## config.mk

```make
export PLATFORM = sky130hd
export DESIGN_NAME = imu_fifo_reader_flat
export DESIGN_NICKNAME = d
export VERILOG_FILES = /design/src/rtl/imu_fifo_reader_pkg.sv /design/src/rtl/imu_fifo_reader_if.sv /design/src/rtl/imu_fifo_reader_skid_buf2.sv /design/src/rtl/imu_fifo_reader.sv /design/src/flat_wrapper.sv
export SDC_FILE = /design/constraint.sdc
export NUM_CORES = 1
export LEC_CHECK = 0
export CORE_MARGIN = 3
export CORE_UTILIZATION = 45
export DETAILED_ROUTE_END_ITERATION = 10
export GPL_TIMING_DRIVEN = 0
export HOLD_SLACK_MARGIN = 0.08
export PLACE_DENSITY = 0.77
export SYNTH_ARGS = -nofsm -noshare
export SYNTH_HDL_FRONTEND = slang
export SYNTH_SLANG_ARGS = --single-unit
```

## constraint.sdc

```tcl
create_clock -name clk -period 6.1 [get_ports clk]
set_clock_uncertainty 0.1 [all_clocks]
set_input_delay 0.915 -clock clk [delete_from_list [all_inputs] [get_ports clk]]
set_output_delay 0.915 -clock clk [all_outputs]
set_load 0.02 [all_outputs]
```

## src/rtl/imu_fifo_reader_pkg.sv

```systemverilog
// Shared types and helpers for the IMU synchronizer FIFO read path.
// The timestamp occupies the top TS_W bits of each sample.
package imu_sync_pkg;

  typedef enum logic {RUN, FLUSH} rd_state_t;

  localparam int IMU_WIDTH  = 64;
  localparam int IMU_TS_W   = 32;
  localparam int IMU_CNT_W  = 16;
  localparam int IMU_TS_MSB = IMU_WIDTH - 1;
  localparam int IMU_TS_LSB = IMU_WIDTH - IMU_TS_W;

  // Adds inc to a and clamps the result at lim (counter all-ones).
  function automatic logic [31:0] sat_add(input logic [31:0] a,
                                          input logic [31:0] inc,
                                          input logic [31:0] lim);
    logic [32:0] sum;
    sum = {1'b0, a} + {1'b0, inc};
    return (sum > {1'b0, lim}) ? lim : sum[31:0];
  endfunction

endpackage

```

## src/rtl/imu_fifo_reader_if.sv

```systemverilog
// FIFO read port plus outgoing sample stream of the IMU FIFO reader.
// master = the reader, slave = FIFO/downstream side.
interface imu_fifo_reader_if #(parameter int WIDTH = 64);

  logic             fifo_empty;
  logic [WIDTH-1:0] fifo_data;
  logic             fifo_rd_en;
  logic             m_valid;
  logic             m_ready;
  logic [WIDTH-1:0] m_data;

  modport master (
    input  fifo_empty, fifo_data, m_ready,
    output fifo_rd_en, m_valid, m_data
  );

  modport slave (
    output fifo_empty, fifo_data, m_ready,
    input  fifo_rd_en, m_valid, m_data
  );

endinterface

```

## src/rtl/imu_fifo_reader_skid_buf2.sv

```systemverilog
// Two-entry in-order output buffer; head is always the oldest entry.
// clear empties the buffer and overrides push/pop.
module imu_skid_buf2
  import imu_sync_pkg::*;
#(
  parameter int WIDTH = IMU_WIDTH
) (
  input  logic             clk,
  input  logic             rst,
  input  logic             clear,
  input  logic             push,
  input  logic             pop,
  input  logic [WIDTH-1:0] din,
  output logic [1:0]       occ,
  output logic [WIDTH-1:0] head
);

  logic [WIDTH-1:0] tail;

  always_ff @(posedge clk) begin
    if (rst) begin
      occ  <= 2'd0;
      head <= '0;
      tail <= '0;
    end else if (clear) begin
      occ <= 2'd0;
    end else begin
      case ({push, pop})
        2'b10: begin
          if (occ == 2'd0) head <= din;
          else             tail <= din;
          occ <= occ + 2'd1;
        end
        2'b01: begin
          head <= tail;
          occ  <= occ - 2'd1;
        end
        2'b11: begin
          // Simultaneous push/pop keeps occupancy; new word lands behind the survivor.
          if (occ == 2'd1) begin
            head <= din;
          end else begin
            head <= tail;
            tail <= din;
          end
        end
        default: ;
      endcase
    end
  end

endmodule

```

## src/rtl/imu_fifo_reader.sv

```systemverilog
// Read-side controller for the IMU sync FIFO: absorbs read latency, drops stale
// samples by timestamp age, streams survivors, supports flush and statistics.
//
//   state | meaning
//   RUN   | normal streaming; reads gated by buffer room
//   FLUSH | drain FIFO, discard every returning word, m_valid held low
module imu_fifo_reader
  import imu_sync_pkg::*;
#(
  parameter int WIDTH = IMU_WIDTH,
  parameter int TS_W  = IMU_TS_W,
  parameter int CNT_W = IMU_CNT_W
) (
  input  logic                clk,
  input  logic                rst,
  imu_fifo_reader_if.master   bus,
  input  logic [TS_W-1:0]     ref_time,
  input  logic [TS_W-1:0]     max_age,
  input  logic                drop_en,
  input  logic                flush,
  input  logic                cnt_clr,
  output logic                busy,
  output logic [CNT_W-1:0]    delivered_cnt,
  output logic [CNT_W-1:0]    dropped_cnt
);

  localparam logic [CNT_W-1:0] CNT_ONES = '1;

  rd_state_t       state;
  logic            pend;
  logic            pop;
  logic            push;
  logic            clear;
  logic            rd_en;
  logic            stale;
  logic [1:0]      occ;
  logic [1:0]      drop_n;
  logic [2:0]      fill;
  logic [TS_W-1:0] age;

  // Modular difference handles time-base wrap naturally.
  assign age   = ref_time - bus.fifo_data[WIDTH-1 -: TS_W];
  assign stale = drop_en && (age > max_age);

  assign bus.m_valid    = (occ != 2'd0);
  assign pop            = bus.m_valid && bus.m_ready;
  assign fill           = {1'b0, occ} + {2'b0, pend} - {2'b0, pop};
  assign bus.fifo_rd_en = rd_en;

  always_comb begin
    rd_en  = 1'b0;
    push   = 1'b0;
    clear  = 1'b0;
    drop_n = 2'd0;
    case (state)
      RUN: begin
        rd_en = !rst && !bus.fifo_empty && (fill < 3'd2);
        if (flush) begin
          // The handshake this cycle still completes; everything else is discarded.
          clear  = 1'b1;
          drop_n = (occ - {1'b0, pop}) + {1'b0, pend};
        end else begin
          push   = pend && !stale;
          drop_n = {1'b0, pend && stale};
        end
      end
      FLUSH: begin
        rd_en  = !rst && !bus.fifo_empty;
        drop_n = {1'b0, pend};
      end
      default: ;
    endcase
  end

  imu_skid_buf2 #(.WIDTH(WIDTH)) u_buf (
    .clk   (clk),
    .rst   (rst),
    .clear (clear),
    .push  (push),
    .pop   (pop),
    .din   (bus.fifo_data),
    .occ   (occ),
    .head  (bus.m_data)
  );

  always_ff @(posedge clk) begin
    if (rst) begin
      state         <= RUN;
      busy          <= 1'b0;
      pend          <= 1'b0;
      delivered_cnt <= '0;
      dropped_cnt   <= '0;
    end else begin
      pend <= rd_en;
      case (state)
        RUN: begin
          if (flush) begin
            state <= FLUSH;
            busy  <= 1'b1;
          end
        end
        FLUSH: begin
          if (bus.fifo_empty && !pend) begin
            state <= RUN;
            busy  <= 1'b0;
          end
        end
        default: begin
          state <= RUN;
          busy  <= 1'b0;
        end
      endcase
      if (cnt_clr) begin
        delivered_cnt <= '0;
        dropped_cnt   <= '0;
      end else begin
        delivered_cnt <= CNT_W'(sat_add(32'(delivered_cnt), 32'(pop), 32'(CNT_ONES)));
        dropped_cnt   <= CNT_W'(sat_add(32'(dropped_cnt), 32'(drop_n), 32'(CNT_ONES)));
      end
    end
  end

endmodule

```

## src/flat_wrapper.sv

```systemverilog
// flat-port wrapper written by rule: the top's interface ports become plain ports
module imu_fifo_reader_flat import imu_sync_pkg::*;
#(
  parameter int WIDTH = IMU_WIDTH,
  parameter int TS_W  = IMU_TS_W,
  parameter int CNT_W = IMU_CNT_W
)
  (clk, rst, ref_time, max_age, drop_en, flush, cnt_clr, busy, delivered_cnt, dropped_cnt, bus_fifo_empty, bus_fifo_data, bus_m_ready, bus_fifo_rd_en, bus_m_valid, bus_m_data);
  imu_fifo_reader_if #(.WIDTH(WIDTH)) bus_i ();
  input  logic clk;
  input  logic rst;
  input  logic [TS_W-1:0] ref_time;
  input  logic [TS_W-1:0] max_age;
  input  logic drop_en;
  input  logic flush;
  input  logic cnt_clr;
  output logic busy;
  output logic [CNT_W-1:0] delivered_cnt;
  output logic [CNT_W-1:0] dropped_cnt;
  input wire logic [$bits(bus_i.fifo_empty)-1:0] bus_fifo_empty;
  input wire logic [$bits(bus_i.fifo_data)-1:0] bus_fifo_data;
  input wire logic [$bits(bus_i.m_ready)-1:0] bus_m_ready;
  output wire logic [$bits(bus_i.fifo_rd_en)-1:0] bus_fifo_rd_en;
  output wire logic [$bits(bus_i.m_valid)-1:0] bus_m_valid;
  output wire logic [$bits(bus_i.m_data)-1:0] bus_m_data;
  assign bus_i.fifo_empty = bus_fifo_empty;
  assign bus_i.fifo_data = bus_fifo_data;
  assign bus_i.m_ready = bus_m_ready;
  assign bus_fifo_rd_en = bus_i.fifo_rd_en;
  assign bus_m_valid = bus_i.m_valid;
  assign bus_m_data = bus_i.m_data;
  imu_fifo_reader #(.WIDTH(WIDTH), .TS_W(TS_W), .CNT_W(CNT_W)) u_core (.clk(clk), .rst(rst), .bus(bus_i), .ref_time(ref_time), .max_age(max_age), .drop_en(drop_en), .flush(flush), .cnt_clr(cnt_clr), .busy(busy), .delivered_cnt(delivered_cnt), .dropped_cnt(dropped_cnt));
endmodule
```

=== Word-level counts from Yosys, hierarchy flattened ===
Index checks and enable logic that the tools add are counted.

* Register bits after elaboration: 165
* Output and inout port bits: 99
* Logic and storage cells: 74

* $add $sub $neg: 9
* Order comparisons: 4
* Equal/unequal tests: 9
* Multiplexer cells: 21
* Bitwise logic cells: 2
* Reductions and logical operators: 21

{| class="wikitable"
|+ Operator list
! kind !! number
|-
| $mux W64 || 4
|-
| $pmux W64 S3 || 1
|-
| $pmux W64 S2 || 1
|-
| $gt A17 B16 Y1 const B || 2
|-
| $gt A32 B32 Y1 || 1
|-
| $mux W16 || 2
|-
| $sub A32 B32 Y32 || 1
|-
| $add A16 B1 Y17 || 1
|-
| $add A16 B2 Y17 || 1
|-
| $ne A2 B2 Y1 const B || 5
|-
| $pmux W2 S2 || 2
|-
| $logic_and A1 B1 Y1 || 7
|-
| $mux W1 || 7
|-
| $pmux W1 S2 || 3
|-
| $reduce_bool A2 Y1 || 3
|-
| $eq A2 B1 Y1 const B || 2
|-
| $eq A2 B2 Y1 const B || 2
|-
| $logic_not A1 Y1 || 4
|-
| $reduce_and A4 Y1 || 1
|-
| $reduce_or A2 Y1 || 2
|-
| $add A2 B1 Y3 || 1
|-
| $lt A3 B2 Y1 const B || 1
|-
| $reduce_and A3 Y1 || 1
|-
| $reduce_bool A3 Y1 || 1
|-
| other kinds (9) || 10
|}

=== Logic depth before layout (Yosys ltp) ===
* Depth in word-level cells: 10
* Gate-level depth with buffers: 29
* Depth with buffers taken out: 29

=== Modules after synthesis ===
From an unflattened synthesis, not the netlist that was laid out.

* Cells, all modules: 1255
* Area total of the unflattened synthesis: 10291.1 sq um

{| class="wikitable"
|+ By module, submodules not included
! module !! times used !! cells each !! area each (sq um) !! sequential area each (sq um)
|-
| imu_skid_buf2 || 1 || 710 || 6170.9 || 2602.5
|-
| imu_fifo_reader || 1 || 545 || 4120.2 || 700.7
|}

=== Worst setup path before layout ===
No wires, ideal clock.

* Kind: input -> register
* Start: in ref_time[0]
* End: reg u_core.dropped_cnt[10]
* Setup time: 70 ps
* Arrival: 5763 ps
* Data required time: 5930 ps
* Path slack: 167 ps
* Stages: 27
* Path buffers: 1
* Cell sequence: inv_1 > ha_1 > inv_1 > fa_1 > a211oi_1 > nor2_1 > a221oi_2 > o22ai_1 > a21oi_4 > o21ai_2 > a21oi_1 > xnor2_1 > ha_1 > nand4_1 > nor4_1 > o41ai_1 > a211o_1 > o31ai_1 > ha_1 > fa_1 > and3_1 > and3_1 > nand2_1 > nor2_1 > nand3_1 > clkbuf_1 > a21oi_1

* Word-level cells in the longest chain between the ends: 9

{| class="wikitable"
|+ Ends and longest elaborated chain
! what !! line !! source
|-
| start: declaration || flat_wrapper.sv:12 || <nowiki>input logic [TS_W-1:0] ref_time;</nowiki>
|-
| $sub A32 B32 Y32 (*) || imu_fifo_reader.sv:42 || <nowiki>assign age = ref_time - bus.fifo_data[WIDTH-1 -: TS_W];</nowiki>
|-
| $gt A32 B32 Y1 (*) || imu_fifo_reader.sv:43 || <nowiki>assign stale = drop_en && (age > max_age);</nowiki>
|-
| $logic_and A1 B1 Y1 (*) || imu_fifo_reader.sv:43 ||
|-
| $logic_and A1 B1 Y1 (*) || imu_fifo_reader.sv:64 || <nowiki>drop_n = {1'b0, pend && stale};</nowiki>
|-
| $mux W2 (*) || imu_fifo_reader.sv:58 || <nowiki>if (flush) begin</nowiki>
|-
| $pmux W2 S2 (*) || imu_fifo_reader.sv:55 || <nowiki>case (state)</nowiki>
|-
| $add A16 B2 Y17 (*) || imu_fifo_reader_pkg.sv:18 || <nowiki>sum = {1'b0, a} + {1'b0, inc};</nowiki>
|-
| $gt A17 B16 Y1 || imu_fifo_reader_pkg.sv:19 || <nowiki>return (sum > {1'b0, lim}) ? lim : sum[31:0];</nowiki>
|-
| $mux W16 (*) || imu_fifo_reader_pkg.sv:19 ||
|-
| end signal: assignment || imu_fifo_reader.sv:118 || <nowiki>dropped_cnt <= CNT_W'(sat_add(32'(dropped_cnt), 32'(drop_n), 32'(CNT_ONES)));</nowiki>
|-
| end: declaration || imu_fifo_reader.sv:24 || <nowiki>output logic [CNT_W-1:0] dropped_cnt</nowiki>
|}

Every way passes the cells marked *; elsewhere a longest branch is shown, timed or not.
A chain may end at the register's enable or synchronous reset.

=== Worst setup path in the final report ===
* Start: in ref_time[0]
* End: reg u_core.dropped_cnt[14]

The elaborated chain is that of the path after synthesis.

==> impl_metrics.yaml <==
outcome:
  status: "finished, final reports clean"
global_routing:
  antenna_found_initial: 3
  grt_start_max_net_pins: 17
  gr-total-overflow: 0
  grt_pass1_wl_um: 43400
  grt.busiest_layer: "met2"
  grt_pass1_vias: 8900
  gr-usage-met1_pct: 30.7
  track_usage_pct: 23.9
  met3_usage_pct: 7.87
  met2_usage_pct: 39.2
critical_path:
  start_kind: "input port"
  critPathMaxFanout: 5
  required_ps: 6280
  r2r_start: "u_core.u_buf.occ[0]$_SDFFE_PP0P_"
  r2r-end: "u_core.dropped_cnt[13]$_SDFF_PP0_"
  slowest_stage: "a211o_2"
  path_class: "input port to flip-flop"
  reg2reg_depth: 18
  reg2reg_slack_ps: 2190
  worst_ep_arrival_time_ps: 6210
  slowest_delay_ps: 410
  endpoint_kind: "flip-flop"
  crit_start: "ref_time[0]"
  crit_end: "u_core.dropped_cnt[14]$_SDFF_PP0_"
pwr:
  leakage_nw: 5.38
  power_density_nw_per_um2: 230
  ir_drop_mv: 0.195
die:
  initial_utilization_pct: 46.6
  io-pin-count: 234
  die_h_um: 149
  die_x_um: 149
  fp-row-count: 51
  core_area_sq_um: 19800
  dieArea_sq_um: 22200
yosys:
  seq_area_frac_synth_pct: 35.8
  avgSynthCellArea_sq_um: 8.00
  synthDistinctLibCells: 67
  synth-async-reset-ratio_pct: 0
  syn_inst: 1152
  synth_edf_count: 0
  ys_ff_latch: 165
  ys.flop_type: "dfxtp_1"
  syn_nets: 1365
  synth_warnings: 0
  syn_area_sq_um: 9220
clock_tree:
  cts_tree: "built"
  cts_inserted_buffers: 17
  cts.sinks: 165
  clockBufferDepth: 2
  clk-insertion-delay-late_ps: 420
  clkSlewWorstSetupHoldPaths_ps: 60
  cts-hold-fix-buffers: 0
  h-tree-depth: 4
  clk_root_buffer_cell: "clkbuf_16"
cells_and_area:
  drive_gt1_share_pct: 12.7
  fin_area_sq_um: 13300
  n_antenna_cell: 0
  nNetsFinal: 1642
  area.growth.synth_to_final_pct: 44.3
route:
  viasPerCell: 5.50
  vias: 9358
  postRouteAntennaNets: 0
  drt_pre_antenna_iters: 6
  drt_iter0_drc: 587
  wl_per_cell_um: 16.4
  wirelength_um: 27900
  drcViolationCount: 0
sta:
  finalWorstSetupSlack_ps: 70.9
  fin_crit_sh_pct: 98.8
  hold_viol: 0
  fin_tns_setup_ps: 0
  slew_headroom_pct: 58.0
  timing.fmax_ghz: 0.166
  rsz0062_at_grt: "yes"
  finalCriticalPeriod_ps: 6030
  worst_slew_pin_slew_ps: 630
  slew_viol_final: 0
  setup-violations-final: 0
  whs_ps: 354
run:
  maxCapViolations: 0
worst_hold_path:
  hp-class: "flip-flop to flip-flop"
placed_design:
  gp_congestion: 0.908
  portBuffers: 232
  dp_slack_ps: -1820
  hpwl_um: 20200
  place_area_sq_um: 11900
critical path: cells and delay by family:
kind,cells,cell delay (ps)
AO/OA/AOI/OAI,10,2090
XOR/XNOR,1,90
buffers and inverters,3,190
adder cells (fa/ha/maj),5,1220
AND/OR/NAND/NOR,9,1680
per-stage QoR:
stage	util (%)	total power [mW]	std cells
after floorplan	-	1.66	1152
after global placement	60.0	1.95	1649
after detailed placement	60.0	1.96	1649
after CTS	64.8	3.03	1690
after global routing	67.2	3.22	1701
final	67.2	3.06	1701
registers in the layout, summed over array words and instances, names as in the netlist:
signal and cells:
u_core.busy 1, u_core.pend 1, u_core.u_buf.head 64, u_core.u_buf.occ 2
u_core.state 1, u_core.dropped_cnt 16, u_core.u_buf.tail 64, u_core.delivered_cnt 16
routing by layer:
layer / share of wire, % / up-vias / wire [um]
met5: 0.12 / - / 34
met4: 1.3 / 6 / 364
met3: 8.5 / 37 / 2360
met2: 48 / 319 / 13400
met1: 42 / 4412 / 11800
li1: - / 4584 / -
cells in the final DEF, fill, tap and decap left out, types with 19 or more instances in the layout:
cell,n
clkbuf_1,22
nor2_1,102
ha_4,19
clkdlybuf4s50_1,192
inv_1,83
a21oi_1,120
a21o_1,22
clkbuf_2,33
buf_4,30
nand3_1,23
dlymetal6s2s_1,31
a22oi_1,65
xnor2_1,36
ha_1,51
a211oi_1,68
nand2_1,157
dfxtp_1,165
cells in the mapped netlist (2+ instances only):
master	count	area share, %
a21o_1	22	1.8
and3_1	8	0.54
buf_1	3	0.12
a22oi_1	65	5.3
o21ai_0	13	0.71
nor2b_1	9	0.61
buf_4	2	0.16
a21oi_1	129	7.0
nand3_1	24	1.3
a31oi_1	4	0.27
fa_1	3	0.65
nand2_1	160	6.5
inv_1	86	3.5
nor3_1	14	0.76
a211oi_1	69	5.6
buf_6	2	0.24
xnor2_1	36	3.4
nand4_1	14	0.95
o21bai_1	3	0.24
o21ai_1	4	0.22
dfxtp_1	165	36
a2111oi_0	2	0.19
o41ai_1	3	0.29
nor2_1	106	4.3
ha_1	75	10
a211o_1	2	0.19
xor2_1	17	1.6
nand2b_1	6	0.41
o211ai_1	5	0.41
and2_1	3	0.20
clkbuf_1	58	2.4
a21boi_1	2	0.16
o21a_1	4	0.33
worst min path at each step:
stage,from,endpoint,slack [ps],cells past startpoint
finish,u_core.u_buf.tail[37]$_SDFFE_PP0P_,u_core.u_buf.tail[37]$_SDFFE_PP0P_,350,2
detailed placement,u_core.u_buf.tail[42]$_SDFFE_PP0P_,u_core.u_buf.tail[42]$_SDFFE_PP0P_,350,2
global placement,u_core.u_buf.tail[41]$_SDFFE_PP0P_,u_core.u_buf.tail[41]$_SDFFE_PP0P_,340,2
global route,u_core.u_buf.tail[37]$_SDFFE_PP0P_,u_core.u_buf.tail[37]$_SDFFE_PP0P_,370,2
floorplan,u_core.u_buf.tail[0]$_SDFFE_PP0P_,u_core.u_buf.tail[0]$_SDFFE_PP0P_,340,2
CTS,u_core.u_buf.tail[42]$_SDFFE_PP0P_,u_core.u_buf.tail[42]$_SDFFE_PP0P_,350,2
final cells by class:
class	count	area [sq um]
fill	1619	6480
inverter	87	329
sequential	165	3300
multi-input combinational	835	5860
tap	265	332
buffer	62	310
clock inverter	4	75.1
timing repair buffer	261	2610
clock buffer	22	484
power breakdown:
part,total [mW],switching (mW),internal (mW)
Clock,1.04,0.404,0.632
Sequential,1.17,0.0339,1.13
Combinational,0.861,0.449,0.412
Total,3.06,0.887,2.18
repair_timing:
| item | CTS | global route |
|---|---|---|
| cloned | 1 | 0 |
| pin swaps | 28 | 47 |
| buffers inserted | 16 | 12 |
| gates resized for setup | 88 | 118 |
| endpoints found under the hold margin | 0 | 0 |
| endpoints found under the setup margin | 145 | 141 |
cell families after synthesis:
group	count (synthesis)	share of synthesized area, %
AO/OA/AOI/OAI	345	24.8
XOR/XNOR	53	5.03
adder cells (fa/ha/maj)	78	10.8
buffers and inverters	152	6.43
flip-flops	165	35.8
multiplexers	1	0.109
AND/OR/NAND/NOR	358	16.9
Power figures use the tool's default switching activity.
